===== src/rtl/flash_reader_pkg.sv =====
`default_nettype none
// ============================================================================
//  Module      : flash_reader_pkg
//  Description : Shared constants and state encoding for the serial-flash
//                burst reader (command 0x03, 24-bit address, mode 0).
//  Revision    : 1.0 - initial release
// ============================================================================
package flash_reader_pkg;

    localparam logic [7:0] READ_CMD      = 8'h03;
    localparam int         ADDRESS_WIDTH = 24;
    localparam int         BITS_HEADER   = 32;
    localparam int         COUNT_WIDTH   = 16;

    typedef enum logic [2:0] {
        S_IDLE    = 3'd0,
        S_COMMAND = 3'd1,
        S_ADDRESS = 3'd2,
        S_DATA    = 3'd3,
        S_FINISH  = 3'd4
    } state_e;

endpackage
`default_nettype wire


===== src/rtl/flash_reader_if.sv =====
`default_nettype none
// ============================================================================
//  Module      : flash_reader_if
//  Description : Request / byte-stream bundle between the flash reader and
//                its client (boot copy or cache fill).
//  Revision    : 1.0 - initial release
// ============================================================================
interface flash_reader_if;
    import flash_reader_pkg::*;

    logic                     start;
    logic [ADDRESS_WIDTH-1:0] address;
    logic [COUNT_WIDTH-1:0]   count;
    logic                     busy;
    logic [7:0]               data_out;
    logic                     data_valid;
    logic                     data_ready;
    logic                     done;

    // Client side: issues requests and consumes bytes
    modport master (
        output start, address, count, data_ready,
        input  busy, data_out, data_valid, done
    );

    // Reader side
    modport slave (
        input  start, address, count, data_ready,
        output busy, data_out, data_valid, done
    );

endinterface
`default_nettype wire


===== src/rtl/flash_reader.sv =====
`default_nettype none
// ============================================================================
//  Module      : flash_reader
//  Description : SPI mode-0 master that issues a 0x03 read with a 24-bit
//                address and streams back 'count' bytes through a
//                single-entry ready/valid buffer. The flash clock runs at
//                clk/2 and parks low whenever the buffer cannot take a byte.
//  Revision    : 1.0 - initial release
// ============================================================================
module flash_reader
    import flash_reader_pkg::*;
(
    input  logic          clk,
    input  logic          rst_n,
    flash_reader_if.slave bus,
    output logic          flash_clk,
    output logic          flash_mosi,
    input  logic          flash_miso,
    output logic          flash_cs_n
);

    // Finish keeps cs_n high for this many cycles before done may pulse
    localparam logic [1:0] c_FIN_HOLD = 2'd2;

    state_e                   state_q, state_d;
    logic                     sclk_q, sclk_d;
    logic                     cs_n_q, cs_n_d;
    logic [BITS_HEADER-1:0]   shift_q, shift_d;
    logic [4:0]               bit_cnt_q, bit_cnt_d;
    logic [7:0]               in_q, in_d;
    logic                     pend_q, pend_d;
    logic [COUNT_WIDTH-1:0]   byte_cnt_q, byte_cnt_d;
    logic [7:0]               data_q, data_d;
    logic                     valid_q, valid_d;
    logic                     done_q, done_d;
    logic                     busy_q, busy_d;
    logic [1:0]               fin_cnt_q, fin_cnt_d;

    logic                     w_accept;
    logic                     w_burst;
    logic                     w_shifting;
    logic                     w_rise;
    logic                     w_fall;
    logic                     w_take;
    logic                     w_byte_done;
    logic                     w_last_byte;
    logic                     w_fin_ready;
    logic [7:0]               w_new_byte;

    // start is only looked at while fully idle (busy also covers done cycle)
    assign w_accept    = (state_q == S_IDLE) && bus.start && !busy_q;
    assign w_burst     = w_accept && (bus.count != '0);
    assign w_shifting  = (state_q == S_COMMAND) || (state_q == S_ADDRESS) ||
                         (state_q == S_DATA);
    // A byte parked in in_q blocks the next rising edge, so no bit is lost
    assign w_rise      = w_shifting && !sclk_q && !pend_q;
    assign w_fall      = w_shifting && sclk_q;
    assign w_take      = valid_q && bus.data_ready;
    assign w_byte_done = (state_q == S_DATA) && w_fall && (bit_cnt_q == 5'd0);
    assign w_new_byte  = {in_q[6:0], flash_miso};
    assign w_last_byte = (byte_cnt_q == COUNT_WIDTH'(1));
    assign w_fin_ready = (fin_cnt_q == c_FIN_HOLD) && !pend_q &&
                         (!valid_q || bus.data_ready);

    assign flash_clk      = sclk_q;
    assign flash_mosi     = shift_q[BITS_HEADER-1];
    assign flash_cs_n     = cs_n_q;
    assign bus.busy       = busy_q;
    assign bus.data_out   = data_q;
    assign bus.data_valid = valid_q;
    assign bus.done       = done_q;

    // State register
    always_ff @(posedge clk) begin
        if (!rst_n) begin
            state_q <= S_IDLE;
        end else begin
            state_q <= state_d;
        end
    end

    // Next-state: phases advance when the bit counter wraps on a falling edge
    always_comb begin
        state_d = state_q;
        case (state_q)
            S_IDLE: begin
                if (w_burst) begin
                    state_d = S_COMMAND;
                end
            end
            S_COMMAND: begin
                if (w_fall && (bit_cnt_q == 5'd0)) begin
                    state_d = S_ADDRESS;
                end
            end
            S_ADDRESS: begin
                if (w_fall && (bit_cnt_q == 5'd0)) begin
                    state_d = S_DATA;
                end
            end
            S_DATA: begin
                if (w_byte_done && w_last_byte) begin
                    state_d = S_FINISH;
                end
            end
            S_FINISH: begin
                if (w_fin_ready) begin
                    state_d = S_IDLE;
                end
            end
            default: begin
                state_d = S_IDLE;
            end
        endcase
    end

    // Outputs and datapath next values: SPI shifting, byte buffer, handshake
    always_comb begin
        sclk_d     = sclk_q;
        cs_n_d     = cs_n_q;
        shift_d    = shift_q;
        bit_cnt_d  = bit_cnt_q;
        in_d       = in_q;
        pend_d     = pend_q;
        byte_cnt_d = byte_cnt_q;
        data_d     = data_q;
        valid_d    = valid_q;
        done_d     = 1'b0;
        busy_d     = busy_q;
        fin_cnt_d  = fin_cnt_q;

        // Idle: busy follows acceptance; a zero-length request completes at once
        if (state_q == S_IDLE) begin
            busy_d = w_accept;
            if (w_accept && (bus.count == '0)) begin
                done_d = 1'b1;
            end
        end

        // First command bit appears on mosi together with the cs_n fall
        if (w_burst) begin
            cs_n_d     = 1'b0;
            shift_d    = {READ_CMD, bus.address};
            bit_cnt_d  = 5'd7;
            byte_cnt_d = bus.count;
        end

        if (w_rise) begin
            sclk_d = 1'b1;
        end

        // Falling edge: advance mosi, sample miso, step the bit counter
        if (w_fall) begin
            sclk_d = 1'b0;
            if (state_q == S_DATA) begin
                in_d = w_new_byte;
            end else begin
                shift_d = {shift_q[BITS_HEADER-2:0], 1'b0};
            end
            if (bit_cnt_q == 5'd0) begin
                bit_cnt_d = (state_q == S_COMMAND) ? 5'(ADDRESS_WIDTH - 1) : 5'd7;
            end else begin
                bit_cnt_d = bit_cnt_q - 5'd1;
            end
        end

        // Consumer takes the buffered byte; a parked byte moves up behind it
        if (w_take) begin
            if (pend_q) begin
                data_d = in_q;
                pend_d = 1'b0;
            end else begin
                valid_d = 1'b0;
            end
        end

        // Completed byte goes to the output if it is free this cycle, else parks
        if (w_byte_done) begin
            byte_cnt_d = byte_cnt_q - COUNT_WIDTH'(1);
            if (!valid_q || bus.data_ready) begin
                data_d  = w_new_byte;
                valid_d = 1'b1;
            end else begin
                pend_d = 1'b1;
            end
        end

        if (state_q == S_DATA) begin
            fin_cnt_d = 2'd0;
        end

        // Finish: cs_n high, wait out the hold time and the last hand-off
        if (state_q == S_FINISH) begin
            cs_n_d = 1'b1;
            if (fin_cnt_q != c_FIN_HOLD) begin
                fin_cnt_d = fin_cnt_q + 2'd1;
            end
            if (w_fin_ready) begin
                done_d = 1'b1;
            end
        end
    end

    // Datapath registers; reset drops cs_n, parks the clock, discards bytes
    always_ff @(posedge clk) begin
        if (!rst_n) begin
            sclk_q     <= 1'b0;
            cs_n_q     <= 1'b1;
            shift_q    <= '0;
            bit_cnt_q  <= 5'd0;
            in_q       <= 8'h00;
            pend_q     <= 1'b0;
            byte_cnt_q <= '0;
            data_q     <= 8'h00;
            valid_q    <= 1'b0;
            done_q     <= 1'b0;
            busy_q     <= 1'b0;
            fin_cnt_q  <= 2'd0;
        end else begin
            sclk_q     <= sclk_d;
            cs_n_q     <= cs_n_d;
            shift_q    <= shift_d;
            bit_cnt_q  <= bit_cnt_d;
            in_q       <= in_d;
            pend_q     <= pend_d;
            byte_cnt_q <= byte_cnt_d;
            data_q     <= data_d;
            valid_q    <= valid_d;
            done_q     <= done_d;
            busy_q     <= busy_d;
            fin_cnt_q  <= fin_cnt_d;
        end
    end

endmodule
`default_nettype wire


===== src/flat_wrapper.sv =====
// flat-port wrapper written by rule: the top's interface ports become plain ports
module flash_reader_flat import flash_reader_pkg::*;
  (clk, rst_n, flash_clk, flash_mosi, flash_miso, flash_cs_n, bus_start, bus_address, bus_count, bus_data_ready, bus_busy, bus_data_out, bus_data_valid, bus_done);
  flash_reader_if bus_i ();
  input  logic clk;
  input  logic rst_n;
  output logic flash_clk;
  output logic flash_mosi;
  input  logic flash_miso;
  output logic flash_cs_n;
  input wire logic [$bits(bus_i.start)-1:0] bus_start;
  input wire logic [$bits(bus_i.address)-1:0] bus_address;
  input wire logic [$bits(bus_i.count)-1:0] bus_count;
  input wire logic [$bits(bus_i.data_ready)-1:0] bus_data_ready;
  output wire logic [$bits(bus_i.busy)-1:0] bus_busy;
  output wire logic [$bits(bus_i.data_out)-1:0] bus_data_out;
  output wire logic [$bits(bus_i.data_valid)-1:0] bus_data_valid;
  output wire logic [$bits(bus_i.done)-1:0] bus_done;
  assign bus_i.start = bus_start;
  assign bus_i.address = bus_address;
  assign bus_i.count = bus_count;
  assign bus_i.data_ready = bus_data_ready;
  assign bus_busy = bus_i.busy;
  assign bus_data_out = bus_i.data_out;
  assign bus_data_valid = bus_i.data_valid;
  assign bus_done = bus_i.done;
  flash_reader u_core (.clk(clk), .rst_n(rst_n), .bus(bus_i), .flash_clk(flash_clk), .flash_mosi(flash_mosi), .flash_miso(flash_miso), .flash_cs_n(flash_cs_n));
endmodule

===== config.mk =====
export PLATFORM = sky130hd
export DESIGN_NAME = flash_reader_flat
export DESIGN_NICKNAME = d
export VERILOG_FILES = /design/src/rtl/flash_reader_pkg.sv /design/src/rtl/flash_reader_if.sv /design/src/rtl/flash_reader.sv /design/src/flat_wrapper.sv
export SDC_FILE = /design/constraint.sdc
export NUM_CORES = 1
export LEC_CHECK = 0
export CORE_AREA = 2 2 84 106
export DETAILED_ROUTE_END_ITERATION = 8
export DIE_AREA = 0 0 86 108
export PLACE_DENSITY = 0.75
export SETUP_SLACK_MARGIN = 0.5
export SYNTH_ARGS = -nofsm -noshare
export SYNTH_HDL_FRONTEND = slang
export SYNTH_SLANG_ARGS = --single-unit

===== constraint.sdc =====
create_clock -name clk -period 1.7 [get_ports clk]
set_input_delay 0.51 -clock clk [delete_from_list [all_inputs] [get_ports clk]]
set_output_delay 0.51 -clock clk [all_outputs]
set_load 0.005 [all_outputs]

==> results of run 1 <==
placed cells by master (no fill, tap or decap), types with 4 or more instances in the layout:
cell type	n
buf_4	71
dfxtp_1	59
buf_6	48
a211oi_2	33
nand2_1	28
clkdlybuf4s50_1	26
nor2_1	20
nor3_2	17
o21ai_0	17
dfxtp_2	17
a21oi_1	15
nor2_4	15
nor3_4	15
a21oi_2	14
o211ai_1	13
nand4_1	12
clkbuf_8	12
buf_2	12
buf_12	12
mux2i_1	10
o21ai_1	10
buf_16	10
nor4_4	9
nand3_1	8
nor2_2	8
nand2_4	7
buf_8	6
or3_1	5
a211oi_1	5
nor3_1	5
nand2b_1	5
o221ai_2	5
inv_1	4
or4_4	4
o21ai_2	4
a31oi_1	4
clkdlybuf4s15_2	4
dlygate4sd2_1	4
dfxtp_4	4
worst min-delay path, stage by stage (launching register included):
cell     delay, ns
dfxtp_1       0.32
nand2_1       0.06
a21oi_1       0.06
worst max path at each step:
stage          slack [ns]                            endpoint  cells past startpoint
2_1_floorplan       -0.05  u_core.byte_cnt_q[14]$_SDFFE_PN0P_                      4
3_3_place_gp        -0.64   u_core.byte_cnt_q[0]$_SDFFE_PN0P_                      6
3_5_place_dp        -0.70    u_core.bit_cnt_q[4]$_SDFFE_PN0P_                      7
4_1_cts             -0.11  u_core.byte_cnt_q[14]$_SDFFE_PN0P_                      4
5_1_grt             -0.42      u_core.state_q[1]$_SDFFE_PN0P_                      9
6_report            -0.39      u_core.state_q[1]$_SDFFE_PN0P_                      8
layer usage:
layer / global-route usage [%] / wire length (um)
met4: 22.90 / 1975
met1: 36.23 / 6707
met3: 6.565 / 1963
met2: 62.07 / 9970
met5: 0 / 0
cells by family (layout without fill, tap and decap cells):
family,count (synthesis),after routing
AO/OA/AOI/OAI,148,148
buffers and inverters,48,223
flip-flops,80,80
AND/OR/NAND/NOR,189,190
adder cells (fa/ha/maj),4,4
multiplexers,10,10
where the power goes:
part / switching, uW / internal, uW / total (uW)
Sequential: 157 / 2020 / 2180
Combinational: 1090 / 1080 / 2170
Clock: 740 / 951 / 1690
flip-flops by register name (all words and copies together) (netlist names):
| register | count |
|---|---|
| u_core.in_q | 8 |
| u_core.bus.data_out | 8 |
| u_core.flash_clk | 1 |
| u_core.shift_q | 32 |
| u_core.state_q | 3 |
| u_core.byte_cnt_q | 16 |
| u_core.flash_cs_n | 1 |
| u_core.bus.data_valid | 1 |
| u_core.bus.done | 1 |
| u_core.bit_cnt_q | 5 |
| u_core.fin_cnt_q | 2 |
| u_core.pend_q | 1 |
| u_core.bus.busy | 1 |
timing repair:
item                       4_1_cts  5_1_grt
setup buffers                   26       21
cloned                          11        3
gates resized for setup        258      125
setup endpoints to repair       93       93
hold endpoints to repair         0        0
pin swaps                       67       49
metrics by stage:
stage                     setup slack [ns]  power [uW]  TNS (ns)
after floorplan                   -0.05362        2882  -0.06691
after global placement             -0.6417        3356    -33.88
after detailed placement           -0.7024        3389    -35.82
after CTS                          -0.1096        5425   -0.9647
after global routing               -0.4247        6175    -5.833
final                              -0.3864        6039    -3.831
area by class of cell:
class	instances	area [sq um]
well taps	97	121.4
clock buffers	14	172.7
repair buffers	200	2185
fillers	292	793.3
multi-input cells	352	3198
inverters	7	26.28
flip-flops and latches	80	1638
clock inverters	2	60.06
==> results.py, run 1 <==
metrics = {
    "status": {
        "run_status": "finished with violations",
        "failed_checks": "setup timing",
    },
    "layout": {
        "nets": 699,
        "final_core_util_pct": 90.32,
        "syn_to_final_growth_pct": 86.30,
        "num_antenna_cells": 0,
        "fin_cells": 752,
        "fin_area_sq_um": 7401,
        "post_route_cells_drive_above_1_share_pct": 56.95,
    },
    "worst_setup_path": {
        "reg2reg_slack_ns": -0.39,
        "crit_buf_inv": 4,
        "crit_path_end_kind": "flip-flop",
        "critPathKind": "flip-flop to flip-flop",
        "critPathMostFrequentCell": "buf_4",
        "critPathSlowestCell": "nor3_2",
        "r2r_end": "u_core.state_q[1]$_SDFFE_PN0P_",
        "arrival_ns": 2.32,
        "critPathTopFamily": "simple AND/OR/NAND/NOR gates",
        "crit_path_max_fanout": 4,
        "r2r_cells": 8,
        "critPathMaxStageDelay_ns": 0.46,
        "path_cells": "buf_4, nor4_4, buf_4, buf_6, buf_4, nand4b_1, nor3_2, a211oi_1",
        "rr_startpoint": "u_core.byte_cnt_q[5]$_SDFFE_PN0P_",
        "crit_start": "u_core.byte_cnt_q[5]$_SDFFE_PN0P_",
        "required_ns": 1.94,
        "cp-start-kind": "flip-flop",
    },
    "synthesis": {
        "yosys-top-cells-area": "dfxtp_1 40%, a211oi_1 7.4%, nor3_1 4.7%",
        "synth_fp_nets": 528,
        "synth_compound_area_share_pct": 24.98,
        "synth.avg_cell_area_sq_um": 8.293,
        "synth-simple-area-share_pct": 25.13,
        "synth_top_family_by_area": "simple AND/OR/NAND/NOR gates",
        "synthArstFlopShare_pct": 0,
        "synth_area_sq_um": 3973,
        "synth_fa_ha_area_share_pct": 1.260,
        "synth-edff-count": 0,
        "yosysWarnings": 0,
        "synth.most_common_cell": "dfxtp_1",
        "ys_top_cells_by_count": "80 x dfxtp_1, 42 x nor2_1, 40 x nand2_1, 39 x a211oi_1, 37 x nor3_1",
        "synth-seq-area-share_pct": 40.31,
        "synthXorXnorAreaFrac_pct": 0,
        "synth_mux_area_share_pct": 2.520,
        "ys_types": 64,
        "synth-seq-cells": 80,
        "synthCells": 479,
        "yosysTopAreaCell": "dfxtp_1",
        "synth_top_area_share_pct": 40.31,
        "synth_flop_cell": "dfxtp_1",
    },
    "global_route": {
        "grt.overflow.total": 0,
        "grt_pass1_vias": 4914,
        "grt_max_degree": 32,
        "grt_usage_pct": 34.58,
        "grt_pass1_wl_um": 24630,
        "antenna_found_initial": 0,
    },
    "routing": {
        "drt_iter0_drc": 622,
        "wl_per_cell_um": 27.41,
        "vias": 5323,
        "drt-total-wl_um": 20620,
        "drt_pass1_iterations": 6,
        "avgViaCountPerCell": 7.078,
        "drc": 0,
        "ant_nets": 0,
    },
    "floorplanning": {
        "coreArea_sq_um": 8194,
        "initial_core_util_pct": 48.48,
        "die_x_um": 86,
        "num_io_pins": 59,
        "die_area_sq_um": 9288,
        "rows": 37,
        "die_h_um": 108,
    },
    "timing": {
        "fmax_ghz": 0.4793,
        "tightest_slew_ns": 0.5470,
        "min_period_ns": 2.086,
        "setup_viol": 49,
        "hold_viol": 0,
        "whs_ns": 0.4846,
        "rsz0062_at_grt": "true",
        "slew_headroom_pct": 63.33,
        "maxSlewViolCount": 0,
        "worst_slack_ns": -0.3864,
        "fin_skew_ns": 0.01474,
        "fin_crit_sh_pct": 122.7,
    },
    "clocking": {
        "htree_levels": 3,
        "clk_latency_ns": 0.38,
        "cts_tree": "yes",
        "clock_sinks": 80,
        "ctsHoldBuffers": 0,
        "path_clk_slew_ns": 0.08,
        "clockBufferDepth": 2,
        "root_buffer": "clkbuf_8",
        "cts_made_buffers": 9,
    },
    "min_path": {
        "hold_depth": 2,
        "holdPathEnd": "u_core.in_q[7]$_SDFFE_PN0P_",
        "min_from": "u_core.in_q[7]$_SDFFE_PN0P_",
        "hp-class": "flip-flop to flip-flop",
    },
    "power_and_ir_drop": {
        "leakagePower_uw": 0.002824,
        "vdd.ir_drop.worst_mv": 0.7165,
        "power.density_nw_per_um2": 816.0,
    },
    "placement": {
        "port_buffers": 58,
        "dp.cells": 675,
        "hpwl_um": 8638,
        "placed_area_sq_um": 5434,
        "routabilityCongestion": 1.001,
    },
    "run": {
        "drv_cap": 0,
    },
}
(Power assumes the default switching activity.)
==> run 2: changes to the inputs <==
Settings changed: CORE_AREA 2 2 84 106 to 2 2 94 96, DIE_AREA 0 0 86 108 to 0 0 96 98, PLACE_DENSITY 0.75 to 0.74, SLEW_MARGIN from default to 20.
==> results.py, run 2 (same netlist as run 1, synthesis figures left out) <==
metrics = {
    "status": {
        "run_status": "finished with violations",
        "failed_checks": "setup timing",
    },
    "global_route": {
        "grt_pass1_wl_um": 24160,
        "grt_max_degree": 32,
        "grt_usage_pct": 32.72,
        "antenna_found_initial": 0,
        "grt.overflow.total": 0,
        "grt_pass1_vias": 4725,
    },
    "timing": {
        "worst_slack_ns": -0.2417,
        "hold_viol": 0,
        "fin_skew_ns": 0.01146,
        "rsz0062_at_grt": "true",
        "maxSlewViolCount": 0,
        "tightest_slew_ns": 0.4597,
        "fin_crit_sh_pct": 114.2,
        "min_period_ns": 1.942,
        "fmax_ghz": 0.5150,
        "setup_viol": 31,
        "slew_headroom_pct": 69.09,
        "whs_ns": 0.4499,
    },
    "layout": {
        "top_register": "u_core.shift_q",
        "largestRegisters": "u_core.shift_q (32), u_core.byte_cnt_q (16)",
        "mostFrequentLayoutCell": "buf_4",
        "post_route_cells_drive_above_1_share_pct": 53.17,
        "layout_common_cells": "69 x buf_4, 59 x dfxtp_1, 47 x buf_6",
        "nets": 691,
        "num_antenna_cells": 0,
        "largest_reg_flops": 32,
        "syn_to_final_growth_pct": 81.29,
    },
    "floorplanning": {
        "die_area_sq_um": 9408,
        "initial_core_util_pct": 46.93,
        "die_h_um": 98,
        "rows": 34,
        "die_x_um": 96,
        "coreArea_sq_um": 8466,
        "num_io_pins": 59,
    },
    "clocking": {
        "clockBufferDepth": 2,
        "clk_latency_ns": 0.37,
        "clock_sinks": 80,
        "ctsHoldBuffers": 0,
        "path_clk_slew_ns": 0.09,
        "htree_levels": 3,
        "cts_made_buffers": 9,
        "root_buffer": "clkbuf_8",
        "cts_tree": "yes",
    },
    "routing": {
        "drt-total-wl_um": 17730,
        "drt_pass1_iterations": 7,
        "drc": 0,
        "vias": 5053,
        "drt_iter0_drc": 431,
        "wl_per_cell_um": 23.48,
        "avgViaCountPerCell": 6.693,
        "ant_nets": 0,
    },
    "worst_setup_path": {
        "crit_path_max_fanout": 3,
        "arrival_ns": 2.20,
        "critPathKind": "flip-flop to flip-flop",
        "crit_path_end_kind": "flip-flop",
        "required_ns": 1.95,
        "cp-start-kind": "flip-flop",
    },
    "placement": {
        "hpwl_um": 8230,
        "routabilityCongestion": 0.8670,
        "port_buffers": 58,
    },
    "min_path": {
        "hp-class": "input port to flip-flop",
    },
    "power_and_ir_drop": {
        "power.density_nw_per_um2": 771.9,
        "vdd.ir_drop.worst_mv": 0.5196,
        "leakagePower_uw": 0.002699,
        "p_total_uw": 5560,
    },
    "run": {
        "drv_cap": 0,
    },
}
-- run 2: changes by cell type in the layout (fill, tap and decap cells not counted), moves of 6 or more --
cell	before	now
a211oi_1	5	11
nor2_1	20	32
nor2_2	8	0
nor3_2	17	11
o21ai_0	17	25
o21ai_1	10	3
-- run 2: area by class of cell --
cell class                 count  area, sq um
tap                          108        135.1
sequential                    80         1638
clock inverter                 5        57.56
inverter                       7        26.28
multi-input combinational    352         3127
clock buffer                  11        131.4
timing repair buffer         192         2087
fill                         399         1264
-- run 2: final timing paths --
kind	cells after the start	slack [ns]	to	from
worst min-delay path	3	0.45	u_core.byte_cnt_q[9]$_SDFFE_PN0P_	bus_count[9]
worst min register to register	2	0.49	u_core.shift_q[26]$_SDFF_PN0_	u_core.shift_q[25]$_SDFF_PN0_
worst max register to register	5	-0.24	u_core.byte_cnt_q[11]$_SDFFE_PN0P_	u_core.byte_cnt_q[3]$_SDFFE_PN0P_
worst max-delay path	5	-0.24	u_core.byte_cnt_q[11]$_SDFFE_PN0P_	u_core.byte_cnt_q[3]$_SDFFE_PN0P_
-- run 2: worst max-delay path, cell delays in order (launching register included) --
cell and delay, ns:
dfxtp_2 0.33, or4_4 0.55, buf_6 0.14, nor4_4 0.37, nand2_1 0.13, o311ai_1 0.30
-- run 2: repair_timing --
item,CTS,global route
gates cloned,11,1
buffers inserted,39,19
pin swaps,60,45
setup endpoints to repair,93,93
resized for setup,276,84
-- run 2: metal layers --
metal  wire length (um)  global-route usage, %
met5                  0                      0
met4               1371                  15.38
met3               1287                  7.639
met2               8904                  56.14
met1               6163                  37.69
-- run 2: power breakdown --
part	internal, uW	total [uW]	switching, uW
Sequential	2020	2150	134
Clock	678	1450	769
Combinational	986	1960	974
-- run 2: per-stage QoR --
stage	instances	TNS [ns]	cell area [sq um]	util (%)	setup WS, ns
floorplan	479	-0.06691	4405	-	-0.05362
global placement	669	-30.42	5358	63.29	-0.5796
detailed placement	669	-32.91	5358	63.29	-0.6461
CTS	735	-0.4892	6585	77.79	-0.1130
global route	755	-3.888	7202	85.07	-0.2316
finish	755	-2.124	7202	85.07	-0.2417
==> patch (config.mk and constraints of run 2) <==
Re-encode `state_e` (5 states) as one-hot, 5 bits wide.
--- a/src/rtl/flash_reader_pkg.sv
+++ b/src/rtl/flash_reader_pkg.sv
@@ -12,12 +12,12 @@
     localparam int         BITS_HEADER   = 32;
     localparam int         COUNT_WIDTH   = 16;
 
-    typedef enum logic [2:0] {
-        S_IDLE    = 3'd0,
-        S_COMMAND = 3'd1,
-        S_ADDRESS = 3'd2,
-        S_DATA    = 3'd3,
-        S_FINISH  = 3'd4
+    typedef enum logic [4:0] {
+        S_IDLE    = 5'b00001,
+        S_COMMAND = 5'b00010,
+        S_ADDRESS = 5'b00100,
+        S_DATA    = 5'b01000,
+        S_FINISH  = 5'b10000
     } state_e;
 
 endpackage
Behaviour: same outputs for any inputs over 10 cycles, from zero or initial values and one cycle with rst_n low; not proved beyond that.
==> patch against run 2 <==
  * The run still ends with setup timing left
  * Clock skew up 0.0047 ns
  * Total power up 28%
  * Combinational power up 59%
  * Final area up 6.6%
  * Cell count up 2.8%
  * Area after synthesis down 4.8%
  * Via count up 4.3%
  * Sequential cell count up 2
  * Worst setup slack worse by 0.24 ns
  * Die area unchanged
  * Wire length up 23%
  * Critical path type unchanged
  * Highest routed layer unchanged
==> patch: results (changes against run 2) <==
Status: finished, violations left (unchanged)
Failing checks: setup timing (unchanged)
R2r worst-path depth: 7 (was 5)
Distinct cells, synth: 58 (was 64)
Switching power: 2.63 mW (was 1.88 mW)
First-pass GRT wire length: 24,600 um (was 24,200 um)
Tot GR Track Use: 33.7% (was 32.7%)
Fillers: 287 (was 399)
Dpl hpwl: 7420 um (was 8230 um)
Latest clock arrival within the worst-skew pair: 0.40 ns (was 0.37 ns)
HP Class: reg -> reg (was in -> reg)
TritonCTS Buffers: 9 (unchanged)
Pin count of the biggest net entering global routing: 27 (was 32)
Worst Tran Pin Value: 0.526 ns (was 0.460 ns)
Layout cell share with drive strength beyond 1: 65.7% (was 53.2%)
Final setup margin: -0.484 ns (was -0.242 ns)
Sequential-to-total area share from yosys stat: 43.4% (was 40.3%)
GP Congestion: 0.875 (was 0.867)
Reg clk slew, reported paths: 0.10 ns
Post-synth top cells: nand2_1 (83), dfxtp_1 (82), a21oi_1 (35) (was dfxtp_1 (80), nor2_1 (42), nand2_1 (40))
Layout Skew: 0.0162 ns (was 0.0115 ns)
Synth Warn #: 0 (unchanged)
Hold Path Cell Cnt: 2 (was 3)
Initial DRC count: 585 (was 431)
Post-Syn Nets: 515 (was 528)
Critical path arrival: 2.48 ns (was 2.20 ns)
Via Count: 5,271 (was 5,053)
# setup viols final: 70 (was 31)
WL final: 21,800 um (was 17,700 um)
Worst path max stage delay: 0.50 ns (was 0.55 ns)
Pre-CTS setup slack: -0.634 ns (was -0.646 ns)
Critical path's top delay family: simple AND/OR/NAND/NOR gates (unchanged)
Vias in the first global route: 4,815 (was 4,725)
Root Driver: clkbuf_8 (unchanged)
Top post-synthesis cells by area: dfxtp_1 (43%), nand2_1 (8.2%), a21oi_1 (4.6%), a31oi_1 (4.6%), nand3_1 (3.7%) (was dfxtp_1 (40%), a211oi_1 (7.4%), nor3_1 (4.7%), nor2_1 (4.0%), o21ai_0 (3.9%))
Clock tree buffer depth: 2 (unchanged)
LEAKAGE: 3.01 nW (was 2.70 nW)
# nets final: 712 (was 691)
Maximum VDD drop: 0.662 mV (was 0.520 mV)
Async SR Flop Fraction: 0% (unchanged)
Crit-path slowest cell: or4b_4 (was or4_4)
H-tree Lvls: 3 (unchanged)
Initial antenna violation count: 0 (unchanged)
Input/output buffers: 58 (unchanged)
Pre-antenna DRT Iters: 7 (unchanged)
==> patch: cell type report <==
| type | instances | area share [%] |
|---|---|---|
| Multi-Input combinational cell | 341 | 43.3 |
| Tap cell | 108 | 1.76 |
| Clock inverter | 5 | 1.11 |
| Sequential cell | 82 | 21.9 |
| Inverter | 10 | 0.489 |
| Clock buffer | 11 | 1.71 |
| Timing Repair Buffer | 219 | 29.7 |
==> patch: final timing paths <==
path	from	to	slack [ns]
max	u_core.bit_cnt_q[1]	u_core.byte_cnt_q[13]	-0.48
min	u_core.shift_q[30]	u_core.shift_q[30]	0.49
max reg2reg	u_core.bit_cnt_q[1]	u_core.byte_cnt_q[13]	-0.48
min reg2reg	u_core.shift_q[30]	u_core.shift_q[30]	0.49
==> patch: repair_timing <==
item / in CTS / in global routing
endpoints found under the setup margin: 96 / 96
buffers inserted: 55 / 12
gates cloned: 13 / 1
gates resized for setup: 290 / 153
pin swaps: 65 / 69
==> patch: per-layer routing <==
layer	GRT usage (%)	vias to the layer above	part of all wire, %
met5	0	-	0
met4	20.9	0	8.9
met3	6.71	176	8.7
met2	57.4	436	48
met1	37.9	2556	34
li1	-	2103	-
==> patch: cells by family after synthesis <==
kind of cell,after synthesis,share of synthesized area [%]
simple gates,188,24.4
compound gates,136,23.3
flops,82,43.4
buf+inv,44,4.46
mux,10,2.65
fa+ha+maj,4,1.32
xor+xnor,2,0.463
==> patch: tightest hold or removal path: cells and delay by family, from the launching register on <==
| kind | cells | cell delay [ns] |
|---|---|---|
| simple gates | 1 | 0.08 |
| compound gates | 1 | 0.04 |
| flops | 1 | 0.34 |
==> patch: metrics by stage <==
| step | cell area, um2 | utilization, % | instances | power (mW) | TNS [ns] |
|---|---|---|---|---|---|
| 5_1_grt | 7680 | 90.7 | 776 | 7.25 | -15.61 |
| 3_3_place_gp | 5370 | 63.5 | 679 | 3.79 | -30.78 |
| 2_1_floorplan | 4270 | - | 466 | 3.23 | -2.34 |
| 6_report | 7680 | 90.7 | 776 | 7.14 | -12.05 |
| 3_5_place_dp | 5370 | 63.5 | 679 | 3.83 | -32.35 |
| 4_1_cts | 6850 | 80.9 | 763 | 6.29 | -2.04 |
==> patch: power groups by stage <==
stage | Combinational, mW | Sequential [mW] | Clock, mW
CTS | 2.46 | 2.23 | 1.60
global route | 3.19 | 2.31 | 1.75
floorplan | 0.994 | 2.23 | 0
finish | 3.12 | 2.31 | 1.70
detailed placement | 1.57 | 2.25 | 0
global placement | 1.54 | 2.25 | 0
